File: src/rtl/ssd1331_spi_txn_arbiter_pkg.sv
// Shared definitions for the SSD1331 SPI transaction arbiter: FSM states,
// default CS timing and a counter-width helper.
package ssd1331_pkg;

    typedef enum logic [2:0] {
        ST_IDLE,
        ST_SETUP,
        ST_LAUNCH,
        ST_WAIT,
        ST_HOLD,
        ST_GAP
    } state_e;

    localparam int unsigned CS_SETUP_DEF = 2;
    localparam int unsigned CS_HOLD_DEF  = 2;
    localparam int unsigned CS_GAP_DEF   = 3;
    localparam int unsigned TIMEOUT_DEF  = 1024;

    // Bits needed to count 0..v-1, never less than 1.
    function automatic int unsigned clog2_min1(input int unsigned v);
        int unsigned r;
        r = 1;
        while ((32'd1 << r) < v) r++;
        return r;
    endfunction

endpackage

File: src/rtl/ssd1331_spi_txn_arbiter_if.sv
// Requester and buffer-side signal bundle of the SSD1331 SPI transaction arbiter.
interface ssd1331_spi_txn_arbiter_if #(
    parameter int unsigned WIDTH = 8,
    parameter int unsigned N     = 8,
    parameter int unsigned R     = 2,
    parameter int unsigned LENW  = 4
);
    logic [R-1:0]         i_REQ;
    logic [R*WIDTH*N-1:0] i_DATA;
    logic [R*N-1:0]       i_DC;
    logic [R*LENW-1:0]    i_LEN;
    logic                 i_BUF_FINAL;
    logic [WIDTH*N-1:0]   o_BUF_DATA;
    logic [N-1:0]         o_BUF_DC;
    logic [LENW-1:0]      o_BUF_LEN;
    logic                 o_BUF_START;
    logic                 o_CS_N;
    logic [R-1:0]         o_GNT;
    logic [R-1:0]         o_DONE;
    logic                 o_ERR;
    logic                 o_BUSY;

    modport master (
        input  i_REQ, i_DATA, i_DC, i_LEN, i_BUF_FINAL,
        output o_BUF_DATA, o_BUF_DC, o_BUF_LEN, o_BUF_START, o_CS_N,
               o_GNT, o_DONE, o_ERR, o_BUSY
    );

    modport slave (
        output i_REQ, i_DATA, i_DC, i_LEN, i_BUF_FINAL,
        input  o_BUF_DATA, o_BUF_DC, o_BUF_LEN, o_BUF_START, o_CS_N,
               o_GNT, o_DONE, o_ERR, o_BUSY
    );
endinterface

File: src/rtl/ssd1331_spi_txn_arbiter_rr_arbiter_onehot.sv
// Combinational round-robin pick: first requester at or after the pointer, wrapping.
module rr_arbiter_onehot
    import ssd1331_pkg::*;
#(
    parameter int unsigned R  = 2,
    parameter int unsigned PW = clog2_min1(R)
) (
    input  logic [R-1:0]  i_REQ,
    input  logic [PW-1:0] i_PTR,
    output logic [R-1:0]  o_GNT
);
    logic [PW-1:0] k;
    logic          found;

    always_comb begin
        o_GNT = '0;
        k     = '0;
        found = 1'b0;
        for (int unsigned i = 0; i < R; i++) begin
            k = PW'((32'(i_PTR) + i) % R);
            if (!found && i_REQ[k]) begin
                o_GNT[k] = 1'b1;
                found    = 1'b1;
            end
        end
    end
endmodule

File: src/rtl/ssd1331_spi_txn_arbiter.sv
// Shares one MOSI SPI buffer between R requesters: round-robin grant, CS_N
// setup/hold/gap sequencing, launch pulse, final-byte wait with timeout.
module ssd1331_spi_txn_arbiter
    import ssd1331_pkg::*;
#(
    parameter int unsigned WIDTH    = 8,
    parameter int unsigned N        = 8,
    parameter int unsigned R        = 2,
    parameter int unsigned LENW     = 4,
    parameter int unsigned CS_SETUP = CS_SETUP_DEF,
    parameter int unsigned CS_HOLD  = CS_HOLD_DEF,
    parameter int unsigned CS_GAP   = CS_GAP_DEF,
    parameter int unsigned TIMEOUT  = TIMEOUT_DEF
) (
    input  logic                       i_SCK,
    input  logic                       i_RST_N,
    ssd1331_spi_txn_arbiter_if.master  bus
);
    localparam int unsigned PW = clog2_min1(R);
    localparam int unsigned M1 = (CS_SETUP > CS_HOLD) ? CS_SETUP : CS_HOLD;
    localparam int unsigned M2 = (M1 > CS_GAP) ? M1 : CS_GAP;
    localparam int unsigned CW = clog2_min1((M2 > TIMEOUT) ? M2 : TIMEOUT);

    localparam logic [CW-1:0] SETUP_LAST = CW'(CS_SETUP - 1);
    localparam logic [CW-1:0] HOLD_LAST  = CW'(CS_HOLD - 1);
    localparam logic [CW-1:0] GAP_LAST   = CW'(CS_GAP - 1);
    // The START cycle counts as the first cycle of the timeout window.
    localparam logic [CW-1:0] TO_LAST    = CW'(TIMEOUT - 2);

    state_e             state;
    logic [CW-1:0]      cnt;
    logic [PW-1:0]      ptr;
    logic [R-1:0]       arb_gnt;
    logic [PW-1:0]      win_idx;
    logic [PW-1:0]      ptr_nxt;
    logic [WIDTH*N-1:0] sel_data;
    logic [N-1:0]       sel_dc;
    logic [LENW-1:0]    sel_len;

    rr_arbiter_onehot #(.R(R), .PW(PW)) u_rr (
        .i_REQ (bus.i_REQ),
        .i_PTR (ptr),
        .o_GNT (arb_gnt)
    );

    always_comb begin
        sel_data = '0;
        sel_dc   = '0;
        sel_len  = '0;
        win_idx  = '0;
        for (int unsigned i = 0; i < R; i++) begin
            if (arb_gnt[i]) begin
                sel_data = bus.i_DATA[i*WIDTH*N +: WIDTH*N];
                sel_dc   = bus.i_DC[i*N +: N];
                sel_len  = bus.i_LEN[i*LENW +: LENW];
                win_idx  = PW'(i);
            end
        end
        ptr_nxt = (win_idx == PW'(R - 1)) ? '0 : win_idx + 1'b1;
    end

    always_ff @(posedge i_SCK or negedge i_RST_N) begin
        if (!i_RST_N) begin
            state           <= ST_IDLE;
            cnt             <= '0;
            ptr             <= '0;
            bus.o_CS_N      <= 1'b1;
            bus.o_GNT       <= '0;
            bus.o_DONE      <= '0;
            bus.o_ERR       <= 1'b0;
            bus.o_BUF_START <= 1'b0;
            bus.o_BUSY      <= 1'b0;
            bus.o_BUF_DATA  <= '0;
            bus.o_BUF_DC    <= '0;
            bus.o_BUF_LEN   <= '0;
        end else begin
            bus.o_BUF_START <= 1'b0;
            bus.o_DONE      <= '0;
            bus.o_ERR       <= 1'b0;
            case (state)
                ST_IDLE: begin
                    if (|arb_gnt) begin
                        bus.o_BUF_DATA <= sel_data;
                        bus.o_BUF_DC   <= sel_dc;
                        bus.o_BUF_LEN  <= sel_len;
                        bus.o_GNT      <= arb_gnt;
                        bus.o_BUSY     <= 1'b1;
                        ptr            <= ptr_nxt;
                        if (sel_len != '0) begin
                            bus.o_CS_N <= 1'b0;
                            state      <= ST_SETUP;
                            cnt        <= '0;
                        end else begin
                            // Empty transfer: reuse HOLD's exit edge with CS already high.
                            state <= ST_HOLD;
                            cnt   <= HOLD_LAST;
                        end
                    end
                end
                ST_SETUP: begin
                    if (cnt == SETUP_LAST) begin
                        state           <= ST_LAUNCH;
                        bus.o_BUF_START <= 1'b1;
                        cnt             <= '0;
                    end else begin
                        cnt <= cnt + 1'b1;
                    end
                end
                ST_LAUNCH: begin
                    state <= ST_WAIT;
                    cnt   <= '0;
                end
                ST_WAIT: begin
                    if (bus.i_BUF_FINAL) begin
                        state <= ST_HOLD;
                        cnt   <= '0;
                    end else if (cnt == TO_LAST) begin
                        bus.o_ERR <= 1'b1;
                        state     <= ST_HOLD;
                        cnt       <= '0;
                    end else begin
                        cnt <= cnt + 1'b1;
                    end
                end
                ST_HOLD: begin
                    if (cnt == HOLD_LAST) begin
                        bus.o_CS_N <= 1'b1;
                        bus.o_DONE <= bus.o_GNT;
                        bus.o_GNT  <= '0;
                        state      <= ST_GAP;
                        cnt        <= '0;
                    end else begin
                        cnt <= cnt + 1'b1;
                    end
                end
                ST_GAP: begin
                    if (cnt == GAP_LAST) begin
                        state      <= ST_IDLE;
                        bus.o_BUSY <= 1'b0;
                        cnt        <= '0;
                    end else begin
                        cnt <= cnt + 1'b1;
                    end
                end
                default: state <= ST_IDLE;
            endcase
        end
    end
endmodule

File: src/flat_wrapper.sv
// flat-port wrapper written by rule: the top's interface ports become plain ports
module ssd1331_spi_txn_arbiter_flat import ssd1331_pkg::*;
#(
    parameter int unsigned WIDTH    = 8,
    parameter int unsigned N        = 8,
    parameter int unsigned R        = 2,
    parameter int unsigned LENW     = 4,
    parameter int unsigned CS_SETUP = CS_SETUP_DEF,
    parameter int unsigned CS_HOLD  = CS_HOLD_DEF,
    parameter int unsigned CS_GAP   = CS_GAP_DEF,
    parameter int unsigned TIMEOUT  = TIMEOUT_DEF
)
  (i_SCK, i_RST_N, bus_i_REQ, bus_i_DATA, bus_i_DC, bus_i_LEN, bus_i_BUF_FINAL, bus_o_BUF_DATA, bus_o_BUF_DC, bus_o_BUF_LEN, bus_o_BUF_START, bus_o_CS_N, bus_o_GNT, bus_o_DONE, bus_o_ERR, bus_o_BUSY);
  ssd1331_spi_txn_arbiter_if #(.WIDTH(WIDTH), .N(N), .R(R), .LENW(LENW)) bus_i ();
  input  logic i_SCK;
  input  logic i_RST_N;
  input wire logic [$bits(bus_i.i_REQ)-1:0] bus_i_REQ;
  input wire logic [$bits(bus_i.i_DATA)-1:0] bus_i_DATA;
  input wire logic [$bits(bus_i.i_DC)-1:0] bus_i_DC;
  input wire logic [$bits(bus_i.i_LEN)-1:0] bus_i_LEN;
  input wire logic [$bits(bus_i.i_BUF_FINAL)-1:0] bus_i_BUF_FINAL;
  output wire logic [$bits(bus_i.o_BUF_DATA)-1:0] bus_o_BUF_DATA;
  output wire logic [$bits(bus_i.o_BUF_DC)-1:0] bus_o_BUF_DC;
  output wire logic [$bits(bus_i.o_BUF_LEN)-1:0] bus_o_BUF_LEN;
  output wire logic [$bits(bus_i.o_BUF_START)-1:0] bus_o_BUF_START;
  output wire logic [$bits(bus_i.o_CS_N)-1:0] bus_o_CS_N;
  output wire logic [$bits(bus_i.o_GNT)-1:0] bus_o_GNT;
  output wire logic [$bits(bus_i.o_DONE)-1:0] bus_o_DONE;
  output wire logic [$bits(bus_i.o_ERR)-1:0] bus_o_ERR;
  output wire logic [$bits(bus_i.o_BUSY)-1:0] bus_o_BUSY;
  assign bus_i.i_REQ = bus_i_REQ;
  assign bus_i.i_DATA = bus_i_DATA;
  assign bus_i.i_DC = bus_i_DC;
  assign bus_i.i_LEN = bus_i_LEN;
  assign bus_i.i_BUF_FINAL = bus_i_BUF_FINAL;
  assign bus_o_BUF_DATA = bus_i.o_BUF_DATA;
  assign bus_o_BUF_DC = bus_i.o_BUF_DC;
  assign bus_o_BUF_LEN = bus_i.o_BUF_LEN;
  assign bus_o_BUF_START = bus_i.o_BUF_START;
  assign bus_o_CS_N = bus_i.o_CS_N;
  assign bus_o_GNT = bus_i.o_GNT;
  assign bus_o_DONE = bus_i.o_DONE;
  assign bus_o_ERR = bus_i.o_ERR;
  assign bus_o_BUSY = bus_i.o_BUSY;
  ssd1331_spi_txn_arbiter #(.WIDTH(WIDTH), .N(N), .R(R), .LENW(LENW), .CS_SETUP(CS_SETUP), .CS_HOLD(CS_HOLD), .CS_GAP(CS_GAP), .TIMEOUT(TIMEOUT)) u_core (.i_SCK(i_SCK), .i_RST_N(i_RST_N), .bus(bus_i));
endmodule
File: config.mk
export PLATFORM = sky130hd
export DESIGN_NAME = ssd1331_spi_txn_arbiter_flat
export DESIGN_NICKNAME = d
export VERILOG_FILES = /design/src/rtl/ssd1331_spi_txn_arbiter_pkg.sv /design/src/rtl/ssd1331_spi_txn_arbiter_if.sv /design/src/rtl/ssd1331_spi_txn_arbiter_rr_arbiter_onehot.sv /design/src/rtl/ssd1331_spi_txn_arbiter.sv /design/src/flat_wrapper.sv
export SDC_FILE = /design/constraint.sdc
export NUM_CORES = 1
export LEC_CHECK = 0
export ABC_CLOCK_PERIOD_IN_PS = 3000
export CELL_PAD_IN_SITES_DETAIL_PLACEMENT = 1
export CELL_PAD_IN_SITES_GLOBAL_PLACEMENT = 2
export CORE_MARGIN = 10
export CORE_UTILIZATION = 24
export DETAILED_ROUTE_END_ITERATION = 8
export GPL_ROUTABILITY_DRIVEN = 1
export PLACE_DENSITY = 0.88
export SYNTH_ARGS = -nofsm -noshare
export SYNTH_HDL_FRONTEND = slang
export SYNTH_SLANG_ARGS = --single-unit
export TNS_END_PERCENT = 50
File: constraint.sdc
create_clock -name i_SCK -period 3 [get_ports i_SCK]
set_input_delay 0.3 -clock i_SCK [delete_from_list [all_inputs] [get_ports i_SCK]]
set_output_delay 0.3 -clock i_SCK [all_outputs]
set_load 0.05 [all_outputs]
==> run_results.csv <==
group,metric,value,unit
outcome,outcome,"completed",
timing,hold_violations,0,
power,peakVddDrop,557,µV
timing,setup_viol,0,
route,drtAntennaViolNets,0,
floorplan,initial_core_util,24.6,%
final_layout,antenna_cells,0,
timing,timing.final.crit_share,74.6,%
clock_tree,cts.repair.resized,0,
timing,worstMarginPinSlew,1.18,ns
final_layout,syn_to_final_growth,66.9,%
placement,place_area,7140,µm²
timing,period_minus_slack,2.24,ns
worst_setup_path,crit_required,3.20,ns
clock_tree,cts_root_buf,"clkbuf_16",
grt,gr-total-overflow,0,
route,drt-vias-per-instance,4.94,
placement,hpwl,14.1,mm
floorplan,ios,241,
grt,grt_pass1_vias,5066,
clock_tree,cts-buffers-inserted,9,
clock_tree,clk_pin_slew,0.07,ns
timing,drv_slew,0,
synthesis,yosys_warnings,0,
synthesis,synth-edff-count,0,
timing,slew_headroom,21.7,%
worst_setup_path,worst_ep_arrival_time,2.44,ns
clock_tree,h-tree-depth,3,
synthesis,synth.largest_area_cell,"dfrtp_1",
synthesis,syn_area,4490,µm²
synthesis,ys_seq_elements,98,
clock_tree,clk_latency,0.35,ns
job,maxCapViolCount,0,
grt,grt_pass1_wl,29.2,mm
synthesis,synth_top_flop_cell,"dfrtp_1",
synthesis,synth_seq_area_share,54.7,%
timing,max_freq,447,MHz
floorplan,core_area,18200,µm²
route,num_vias,4586,
route,wirelength,18.9,mm
worst_setup_path,endpoint_kind,"flip-flop",
route,dr.pass1.iters,4,
timing,skew,0.00647,ns
synthesis,syn-num-nets,627,
worst_setup_path,start_kind,"flip-flop",
grt,antenna_found_initial,1,
synthesis,synth_cell_type_count,45,
final_layout,layout.nets,854,
synthesis,synth_top_area_share,54.1,%
clock_tree,cts_tree,"done",
final_layout,drive_above_1_share,5.72,%
floorplan,die_w,157,µm
final_layout,final_util,41.1,%
worst_setup_path,r2r_slack,0.76,ns
floorplan,die-area,24600,µm²
floorplan,fp.dieH,157,µm
route,drc_errors,0,
route,dr.first_iter.drc_count,191,
synthesis,syn_inst,467,
final_layout,fillers,2023,
power,powerDensity,1130,nW/µm²
final_layout,finalInstanceArea,7490,µm²
clock_tree,clockBufferDepth,2,
clock_tree,clock_sinks,98,
final_layout,final_common_cell,"clkdlybuf4s50_1",
timing,setup_tns,0,ns
synthesis,syn_area_per_cell,9.61,µm²
timing,rsz0062_at_grt,"no",
power,leakage,3.07,nW
synthesis,synth-async-reset-ratio,100,%
route,wl_per_cell,20.3,µm
min_path,hold_path_class,"input port to asynchronous set/reset pin",
placement,numPortBuffers,240,
worst_setup_path,crit_fanout,7,
worst_setup_path,crit_type,"flip-flop to flip-flop",
synthesis,synthTopCellsByArea,"dfrtp_1, nor2_1, a221oi_1, nand2_1, a22oi_1",
placement,gp_congestion,0.811,
floorplan,rows,49,
final_layout,layout_common_cells,"clkdlybuf4s50_1, nor2_1, dfrtp_1",
clock_tree,hold_buffers,0,
grt,grt_max_degree,88,
grt,grtUsageTotal,15.0,%
clock_tree,cts_setup_buffers,0,
## critical path: stages (launching register included)
cell and delay, ns:
dfrtp_1 0.45, inv_1 0.09, ha_1 0.23, nand4_1 0.14
o31ai_1 0.52, o21ai_0 0.21, and2b_1 0.35, o22ai_1 0.10
## flip-flops by register name, summed over array words and instances (netlist names)
name / count
u_core.bus.o_BUF_DC: 8
u_core.cnt: 10
u_core.bus.o_BUSY: 1
u_core.bus.o_BUF_DATA: 64
u_core.bus.o_GNT: 2
u_core.bus.o_BUF_LEN: 4
u_core.ptr: 1
u_core.bus.o_BUF_START: 1
u_core.bus.o_ERR: 1
u_core.state: 3
u_core.bus.o_CS_N: 1
u_core.bus.o_DONE: 2
## logic make-up (layout without fill, tap and decap cells)
group                    Yosys count  count (layout)  share of synthesized area [%]
AND/OR/NAND/NOR                  219             219                           20.8
AO/OA/AOI/OAI                    101             101                           18.5
flip-flops                        98              98                           54.7
buffers and inverters             40             272                           4.01
XOR/XNOR                           4               4                          0.781
adder cells (fa/ha/maj)            3               3                          0.836
multiplexers                       2               2                          0.446
## layer usage
metal / GRT usage (%) / wire length (µm) / vias to the layer above
li1: - / - / 2119
met1: 16.9 / 7560 / 2250
met2: 24.8 / 8940 / 196
met3: 6.96 / 2040 / 21
met4: 4.40 / 314 / 0
met5: 0 / 0 / -
## cell type report
| type | instances | area, µm² | area share, % |
|---|---|---|---|
| Clock buffer | 10 | 239 | 3.19 |
| Clock inverter | 6 | 113 | 1.50 |
| Inverter | 5 | 18.8 | 0.251 |
| Multi-Input combinational cell | 329 | 1890 | 25.2 |
| Sequential cell | 98 | 2450 | 32.8 |
| Tap cell | 229 | 287 | 3.82 |
| Timing Repair Buffer | 251 | 2490 | 33.3 |
## metrics by stage
stage | cells | setup slack, ns | power [mW] | hold WS (ns)
3_5_place_dp | 912 | 0.252 | 7.14 | 0.475
2_1_floorplan | 467 | 1.15 | 5.28 | 0.00441
4_1_cts | 928 | 0.615 | 8.55 | 0.214
5_1_grt | 928 | 0.512 | 8.92 | 0.255
3_3_place_gp | 912 | 0.361 | 7.01 | 0.472
6_report | 928 | 0.762 | 8.44 | 0.164
## synthesized netlist by cell type, types with 2 or more instances
cell and count:
nor2_1 107, dfrtp_1 97, nand2_1 76, a221oi_1 39
a22oi_1 35, buf_2 18, clkbuf_1 15, o21ai_0 7
inv_1 5, nand3_1 5, nand4_1 5, a32o_1 4
nor4_1 4, and2_1 3, and3_1 3, ha_1 3
nor2b_1 3, nor3_1 3, o31ai_1 3, a31o_2 2
mux2i_1 2, o21ai_1 2, or3b_1 2, xnor2_1 2
xor2_1 2
## where the power goes
part / internal (mW) / switching [mW] / total (mW)
Sequential: 1.91 / 0.395 / 2.31
Clock: 0.842 / 0.538 / 1.38
Combinational: 1.65 / 3.10 / 4.76
## worst paths after layout
| check | start | to | depth (start not counted) |
|---|---|---|---|
| max | u_core.cnt[0]$_DFFE_PN0P_ | u_core.cnt[1]$_DFFE_PN0P_ | 7 |
| min | i_RST_N | u_core.bus.o_BUF_DATA[3]$_DFFE_PN0P_ | 1 |
| max reg2reg | u_core.cnt[0]$_DFFE_PN0P_ | u_core.cnt[1]$_DFFE_PN0P_ | 7 |
| min reg2reg | u_core.bus.o_CS_N$_DFFE_PN1P_ | u_core.bus.o_CS_N$_DFFE_PN1P_ | 2 |
| max in group asynchronous | i_RST_N | u_core.bus.o_BUF_DATA[21]$_DFFE_PN0P_ | 2 |
| min in group i_SCK | bus_i_DATA[113] | u_core.bus.o_BUF_DATA[49]$_DFFE_PN0P_ | 3 |
Power figures use the tool's default switching activity.
